==> config.mk <==
export PLATFORM = sky130hd
export DESIGN_NAME = axi_lite_reg_slave
export DESIGN_NICKNAME = d
export VERILOG_FILES = /design/src/rtl/axi_lite_reg_slave.sv
export SDC_FILE = /design/constraint.sdc
export NUM_CORES = 1
export LEC_CHECK = 0
export BUFFER_PORTS_ARGS = -buffer_cell sky130_fd_sc_hd__buf_2
export CAP_MARGIN = 30
export CORE_AREA = 2 2 261 263
export CTS_CLUSTER_SIZE = 25
export DETAILED_ROUTE_END_ITERATION = 8
export DIE_AREA = 0 0 263 265
export PLACE_DENSITY_LB_ADDON = 0.05
export SYNTH_ARGS = -nofsm -noshare
export SYNTH_HDL_FRONTEND = slang
export SYNTH_SLANG_ARGS = --single-unit
export TNS_END_PERCENT = 50
==> constraint.sdc <==
create_clock -name clk_i -period 2.8 [get_ports clk_i]
set_clock_uncertainty 0.15 [all_clocks]
set_input_delay 0.28 -clock clk_i [delete_from_list [all_inputs] [get_ports clk_i]]
set_output_delay 0.28 -clock clk_i [all_outputs]
set_load 0.02 [all_outputs]
==> src/rtl/axi_lite_reg_slave.sv <==
// AXI-Lite subordinate terminating the link in NumRegs byte-strobed registers.
// Optional `AXI_LITE_REG_SLAVE_PROT_EN: unprivileged (prot[0]==0) accesses get SLVERR.
module axi_lite_reg_slave #(
    parameter int unsigned          AddrWidth  = 32,
    parameter int unsigned          DataWidth  = 32,
    parameter int unsigned          NumRegs    = 16,
    parameter logic [DataWidth-1:0] ResetValue = '0
) (
    input  logic                           clk_i,
    input  logic                           rst_ni,
    input  logic [AddrWidth-1:0]           aw_addr_i,
    input  logic [2:0]                     aw_prot_i,
    input  logic                           aw_valid_i,
    output logic                           aw_ready_o,
    input  logic [DataWidth-1:0]           w_data_i,
    input  logic [DataWidth/8-1:0]         w_strb_i,
    input  logic                           w_valid_i,
    output logic                           w_ready_o,
    output logic [1:0]                     b_resp_o,
    output logic                           b_valid_o,
    input  logic                           b_ready_i,
    input  logic [AddrWidth-1:0]           ar_addr_i,
    input  logic [2:0]                     ar_prot_i,
    input  logic                           ar_valid_i,
    output logic                           ar_ready_o,
    output logic [DataWidth-1:0]           r_data_o,
    output logic [1:0]                     r_resp_o,
    output logic                           r_valid_o,
    input  logic                           r_ready_i,
    output logic [NumRegs*DataWidth-1:0]   regs_o
);

    localparam int unsigned          StrbWidth  = DataWidth / 8;
    localparam int unsigned          Offs       = $clog2(StrbWidth);
    localparam int unsigned          IdxWidth   = $clog2(NumRegs);
    localparam logic [AddrWidth-1:0] AddrLimit  = AddrWidth'(NumRegs * StrbWidth);
    localparam logic [1:0]           RespOkay   = 2'b00;
    localparam logic [1:0]           RespSlvErr = 2'b10;

    logic                                r_aw_full;
    logic [AddrWidth-1:0]                r_aw_addr;
    logic [2:0]                          r_aw_prot;
    logic                                r_w_full;
    logic [DataWidth-1:0]                r_w_data;
    logic [StrbWidth-1:0]                r_w_strb;
    logic                                r_b_valid;
    logic [1:0]                          r_b_resp;
    logic                                r_r_valid;
    logic [DataWidth-1:0]                r_r_data;
    logic [1:0]                          r_r_resp;
    logic [NumRegs-1:0][DataWidth-1:0]   r_regs;

    logic                                w_aw_hs;
    logic                                w_w_hs;
    logic                                w_ar_hs;
    logic                                w_commit;
    logic                                w_wr_ok;
    logic                                w_rd_ok;
    logic [IdxWidth-1:0]                 w_wr_idx;
    logic [IdxWidth-1:0]                 w_rd_idx;

    // Readies depend only on local state, never on the incoming valids.
    assign aw_ready_o = !r_aw_full;
    assign w_ready_o  = !r_w_full;
    assign ar_ready_o = !r_r_valid;

    assign w_aw_hs  = aw_valid_i && !r_aw_full;
    assign w_w_hs   = w_valid_i && !r_w_full;
    assign w_ar_hs  = ar_valid_i && !r_r_valid;
    assign w_commit = r_aw_full && r_w_full && !r_b_valid;

    assign w_wr_idx = r_aw_addr[Offs +: IdxWidth];
    assign w_rd_idx = ar_addr_i[Offs +: IdxWidth];

`ifdef AXI_LITE_REG_SLAVE_PROT_EN
    logic w_unused_prot;
    assign w_unused_prot = ^{r_aw_prot[2:1], ar_prot_i[2:1]};
    assign w_wr_ok = (r_aw_addr < AddrLimit) && r_aw_prot[0];
    assign w_rd_ok = (ar_addr_i < AddrLimit) && ar_prot_i[0];
`else
    logic w_unused_prot;
    assign w_unused_prot = ^{r_aw_prot, ar_prot_i};
    assign w_wr_ok = (r_aw_addr < AddrLimit);
    assign w_rd_ok = (ar_addr_i < AddrLimit);
`endif

    // AW and W are captured independently; both drain together on commit.
    always_ff @(posedge clk_i or negedge rst_ni) begin
        if (!rst_ni) begin
            r_aw_full <= 1'b0;
            r_aw_addr <= '0;
            r_aw_prot <= '0;
        end else if (w_aw_hs) begin
            r_aw_full <= 1'b1;
            r_aw_addr <= aw_addr_i;
            r_aw_prot <= aw_prot_i;
        end else if (w_commit) begin
            r_aw_full <= 1'b0;
        end
    end

    always_ff @(posedge clk_i or negedge rst_ni) begin
        if (!rst_ni) begin
            r_w_full <= 1'b0;
            r_w_data <= '0;
            r_w_strb <= '0;
        end else if (w_w_hs) begin
            r_w_full <= 1'b1;
            r_w_data <= w_data_i;
            r_w_strb <= w_strb_i;
        end else if (w_commit) begin
            r_w_full <= 1'b0;
        end
    end

    always_ff @(posedge clk_i or negedge rst_ni) begin
        if (!rst_ni) begin
            r_b_valid <= 1'b0;
            r_b_resp  <= RespOkay;
        end else if (w_commit) begin
            r_b_valid <= 1'b1;
            r_b_resp  <= w_wr_ok ? RespOkay : RespSlvErr;
        end else if (r_b_valid && b_ready_i) begin
            r_b_valid <= 1'b0;
        end
    end

    always_ff @(posedge clk_i or negedge rst_ni) begin
        if (!rst_ni) begin
            r_regs <= {NumRegs{ResetValue}};
        end else if (w_commit && w_wr_ok) begin
            for (int b = 0; b < int'(StrbWidth); b++) begin
                if (r_w_strb[b]) r_regs[w_wr_idx][b*8 +: 8] <= r_w_data[b*8 +: 8];
            end
        end
    end

    // Read samples r_regs before any same-edge commit lands, so it sees the old value.
    always_ff @(posedge clk_i or negedge rst_ni) begin
        if (!rst_ni) begin
            r_r_valid <= 1'b0;
            r_r_data  <= '0;
            r_r_resp  <= RespOkay;
        end else if (w_ar_hs) begin
            r_r_valid <= 1'b1;
            r_r_data  <= w_rd_ok ? r_regs[w_rd_idx] : '0;
            r_r_resp  <= w_rd_ok ? RespOkay : RespSlvErr;
        end else if (r_r_valid && r_ready_i) begin
            r_r_valid <= 1'b0;
        end
    end

    assign b_valid_o = r_b_valid;
    assign b_resp_o  = r_b_resp;
    assign r_valid_o = r_r_valid;
    assign r_data_o  = r_r_data;
    assign r_resp_o  = r_r_resp;
    assign regs_o    = r_regs;

endmodule

# After elaboration in Yosys (flattened, before gate mapping)
# Index checks and enable logic that the tools add are counted.
totals:
  regBits: 620
  output_inout_bits: 553
  elab_cells: 79
op_classes:
  magnitude_cmp: 5
  muxes: 31
  reduce_logical: 17
ops:
  columns: ["operator", "n"]
  rows:
  - ["$mux W512", 7]
  - ["$bwmux W512", 4]
  - ["$demux W32 S4", 4]
  - ["$bmux W32 S4", 1]
  - ["$mux W32", 3]
  - ["$lt A32 B7 Y1 const B", 2]
  - ["$mux W24", 1]
  - ["$mux W16", 1]
  - ["$lt A4 B5 Y1 const B", 2]
  - ["$logic_and A1 B1 Y1", 9]
  - ["$mux W8", 1]
  - ["$reduce_bool A2 Y1", 4]
  - ["$mux W1", 7]
  - ["$ge A4 B1 Y1 const B", 1]
  - ["$logic_not A1 Y1", 4]
  - ["$mux W2", 2]

# Depth between registers and ports, before layout
depth:
  ltp_word: 15
  ltp_mapped: 7
  depth_no_buf: 4

# Worst setup path before layout
# OpenSTA, ideal clock, no wires.
synth_timing:
  path_type: "reg-to-reg"
  start: "register r_b_valid, in the netlist b_valid_o"
  end: "register r_regs (netlist bit regs_o[100])"
  setup_ns: 0.125
  t_arrival_ns: 1.986
  required_ns: 2.525
  slack_ns: 0.539
  stages_incl_launch_ff: 7
  path_buffers: 2
  period_less_slack_ns: 2.261
  cell_sequence: "dfrtp_1 > nand3b_1 > nand4b_1 > buf_2 > buf_6 > nor3_4 > mux2_2"
synth_via:
  elab_chain_len: 3
synth_lines:
  columns: ["item", "line_no", "text"]
  rows:
  - ["start, declared", "46", "logic r_b_valid;"]
  - ["start signal, assigned", "118", "r_b_valid <= 1'b0;"]
  - ["start signal, assigned", "121", "r_b_valid <= 1'b1;"]
  - ["start signal, assigned", "124", "r_b_valid <= 1'b0;"]
  - ["$logic_not A1 Y1", "70", "assign w_commit = r_aw_full && r_w_full && !r_b_valid;"]
  - ["$logic_and A1 B1 Y1", "70", null]
  - ["$logic_and A1 B1 Y1", "131", "end else if (w_commit && w_wr_ok) begin"]
  - ["end signal, assigned", "130", "r_regs <= {NumRegs{ResetValue}};"]
  - ["end signal, assigned by index", "133", "if (r_w_strb[b]) r_regs[w_wr_idx][b*8 +: 8] <= r_w_data[b*8 +: 8];"]
  - ["end, declared", "51", "logic [NumRegs-1:0][DataWidth-1:0] r_regs;"]
# Every way passes these cells.
# A chain may end at the register's enable or synchronous reset.

# Worst setup path after layout
layout_timing:
  start: "register r_aw_addr[16]"
  end: "register r_regs (netlist bit regs_o[457])"
layout_via:
  elab_chain_len: 2
layout_lines:
  columns: ["item", "line_no", "text"]
  rows:
  - ["start, declared", "41", "logic [AddrWidth-1:0] r_aw_addr;"]
  - ["start signal, assigned", "95", "r_aw_addr <= aw_addr_i;"]
  - ["$lt A32 B7 Y1", "83", "assign w_wr_ok = (r_aw_addr < AddrLimit);"]
  - ["$logic_and A1 B1 Y1", "131", null]
# Every way passes these cells.

==> load_flow_metrics.sql <==
INSERT INTO impl_metrics (metric_group, metric, value, unit) VALUES
('placement', 'place.detailed.hpwl', '70440', 'µm'),
('floorplanning', 'floorplan.rows', '95', ''),
('logic_synthesis', 'ys.flop_type', 'dfrtp_1', ''),
('critical_path', 'crit_arrival', '2.93', 'ns'),
('floorplanning', 'i_o_pins', '666', ''),
('logic_synthesis', 'post-synth-top-area-fraction', '54.58', '%'),
('power_and_ir_drop', 'p_leak', '19.91', 'nW'),
('cells_and_area', 'finish.instance_area', '37090', 'µm²'),
('power_and_ir_drop', 'powerDensity', '613.8', 'nW/µm²'),
('status', 'outcome', 'finished clean', ''),
('cells_and_area', 'areaGrowthSynthToFinish', '31.32', '%'),
('routing', 'drc', '0', ''),
('clocking', 'numClockSinks', '616', ''),
('floorplanning', 'die_width', '263', 'µm'),
('floorplanning', 'floorplan.initialDensity', '42.28', '%'),
('grt', 'antenna_found_initial', '4', ''),
('logic_synthesis', 'synth_commonest_cells', 'dfrtp_1 (616), mux2_2 (578), mux2i_1 (252)', ''),
('clocking', 'cts.path.max_buffers', '3', ''),
('critical_path', 'crit_path_start_kind', 'flip-flop', ''),
('routing', 'initialDrtViolationCount', '1395', ''),
('sta', 'final_period_minus_worst_setup_slack', '2.606', 'ns'),
('logic_synthesis', 'synth_top_cells_by_area', 'dfrtp_1 (55%), mux2_2 (23%), mux2i_1 (8.9%)', ''),
('grt', 'vias_in_the_first_global_route', '21570', ''),
('grt', 'maximum_number_of_pins_on_one_net_before_global_route_repair', '93', ''),
('clocking', 'clkLatencyLatePin', '0.61', 'ns'),
('clocking', 'cts_htree_levels', '3', ''),
('routing', 'number_of_routed_nets_with_antenna_violations', '0', ''),
('sta', 'finalSetupViolations', '0', ''),
('sta', 'rsz0062_at_grt', 'no', ''),
('critical_path', 'critPathRequiredTime', '3.12', 'ns'),
('logic_synthesis', 'seq_area_frac_synth', '54.58', '%'),
('routing', 'drt-wirelength-per-cell', '26.97', 'µm'),
('floorplanning', 'floorplan.die.height', '265', 'µm'),
('sta', 'hold-worst-slack', '0.02846', 'ns'),
('cells_and_area', 'finalNonFillerCells', '3762', ''),
('logic_synthesis', 'ys_seq_elements', '616', ''),
('cells_and_area', 'final_nets', '2948', ''),
('logic_synthesis', 'post_synth.cell_area_avg', '13.74', 'µm²'),
('cells_and_area', 'post_route_cells_drive_above_1_share', '53.36', '%'),
('sta', 'timing.final.crit_share', '93.07', '%'),
('routing', 'detail_route.first_pass.iterations', '5', ''),
('grt', 'global_route.usage.total', '28.74', '%'),
('floorplanning', 'core_region_area', '66800', 'µm²'),
('logic_synthesis', 'syn-instance-count', '2055', ''),
('logic_synthesis', 'syn_area', '28240', 'µm²'),
('sta', 'fmaxAchievable', '0.3837', 'GHz'),
('logic_synthesis', 'synth_most_common_cell', 'dfrtp_1', ''),
('routing', 'finalWirelength', '101500', 'µm'),
('critical_path', 'path_class', 'reg -> reg', ''),
('job', 'cap_viol_max_count', '0', ''),
('logic_synthesis', 'ys_warn_count', '0', ''),
('sta', 'worst_pin_slew', '0.8087', 'ns'),
('logic_synthesis', 'synth_largest_area_cell', 'dfrtp_1', ''),
('placement', 'detailed_place.area', '33950', 'µm²'),
('routing', 'vias', '20740', ''),
('placement', 'numPortBuffers', '653', ''),
('logic_synthesis', 'synth_cell_type_count', '36', ''),
('critical_path', 'worstPathMaxFanout', '65', ''),
('clocking', 'cts_inserted_buffers', '71', ''),
('sta', 'setup_tns', '0', 'ns'),
('clocking', 'clk_pin_slew_worst_paths', '0.06', 'ns'),
('sta', 'final_hold_vio_count', '0', ''),
('sta', 'relSlewSlack', '45.95', '%'),
('grt', 'grt_overflow_total', '0', ''),
('placement', 'gp_congestion', '0.8644', ''),
('sta', 'number_of_max_slew_violations_in_the_final_report', '0', ''),
('grt', 'grt_first_pass_wirelength', '147900', 'µm'),
('clocking', 'clk_root_buffer_cell', 'clkbuf_16', ''),
('routing', 'via_density_per_instance', '5.514', ''),
('critical_path', 'setup.worst_path.end_class', 'flip-flop', ''),
('logic_synthesis', 'async_flop_share', '100.0', '%'),
('floorplanning', 'fp.dieArea', '69700', 'µm²'),
('power_and_ir_drop', 'ir_drop_worst_case_vdd', '0.0004770', 'V'),
('logic_synthesis', 'count_of_flip_flops_with_a_built_in_enable_after_synthesis', '0', ''),
('power_and_ir_drop', 'total_power', '22.76', 'mW'),
('min_path', 'hold_class', 'in -> async', ''),
('clocking', 'tritoncts', 'done', ''),
('placement', 'placed_cells', '3564', '');
cell families after synthesis:
group           after synthesis  synth area share (%)
other cells                   1               0.01328
flops                       616                 54.58
compound gates              165                 3.659
simple gates                299                 7.367
mux                         832                 32.14
buf+inv                     142                 2.246
cell type report:
class                           instances  area (µm²)
Antenna cell                            3       7.507
Clock inverter                         19       314.1
Clock buffer                          105        2107
Multi-Input combinational cell       1298       12260
Inverter                                7       26.28
Tap cell                              873        1092
Timing Repair Buffer                  841        5866
Fill cell                            5742       29710
Sequential cell                       616       15410
routing by layer:
layer  wire length (µm)  global-route usage, %  vias to the layer above
met1              41630                  36.43                    10740
met5                 27                      0                        -
met2              49190                  47.65                      661
met3               6235                  6.549                      201
li1                   -                      -                     9141
met4               4388                  11.78                        4
cell usage in the layout (no fill, tap or decap), drive strengths merged:
cell           n
clkbuf       105
mux2i        252
a21boi         1
o22ai         94
o21a           2
a21oi          1
and4b          4
nand3b         1
conb           2
nor4b          4
a211oi         1
bufinv         8
nor3         127
mux2         578
nor2b          3
and4           1
clkinv         6
diode          3
or2            1
nand2b         3
dfrtp        616
mux4           2
and3           1
nor2          34
o21ai         34
nand2         97
dlygate4sd3   71
nand4b         1
buf          770
nor4          13
nand4          2
inv           12
or4            1
and4bb         6
o31ai         32
critical path, cell delays in order, from the launching register on:
cell	delay, ns
dfrtp_1	0.38
nor4_1	0.42
nand4b_1	0.22
buf_12	0.27
nor3_2	0.30
buf_4	0.23
mux2_2	0.36
sequential cells by signal, indices dropped and copies added (netlist names), 4 cells and up:
register	flops
r_aw_addr	30
r_data_o	32
r_w_data	32
r_w_strb	4
regs_o	512
metrics by stage:
| stage | setup slack (ns) | utilization [%] |
|---|---|---|
| final | 0.1941 | 55.52 |
| after global routing | 0.1017 | 55.52 |
| after CTS | 0.1674 | 55.51 |
| after detailed placement | 0.1904 | 50.82 |
| after global placement | 0.2467 | 50.82 |
| after floorplan | 0.5395 | - |
path summary, 6_finish.rpt:
check,from,to,slack [ns],cells past startpoint
max,r_aw_addr[16],regs_o[457],0.19,6
min,rst_ni,r_w_data[29],0.03,2
max reg2reg,r_aw_addr[16],regs_o[457],0.19,6
min reg2reg,r_data_o[7],r_data_o[7],0.32,2
max in group asynchronous,rst_ni,regs_o[160],1.48,3
min in group clk_i,ar_addr_i[5],r_data_o[28],0.09,4
report_power, final:
group | leakage, nW | internal, mW | switching (mW)
Clock | 1.19 | 5.94 | 3.73
Combinational | 10.3 | 1.01 | 1.11
Sequential | 8.44 | 9.40 | 1.58
what timing repair did:
item	in CTS	in global routing
setup buffers	0	0
gates resized for setup	0	0
endpoints found under the hold margin	421	0
hold buffers	71	0
(Power assumes the default switching activity.)
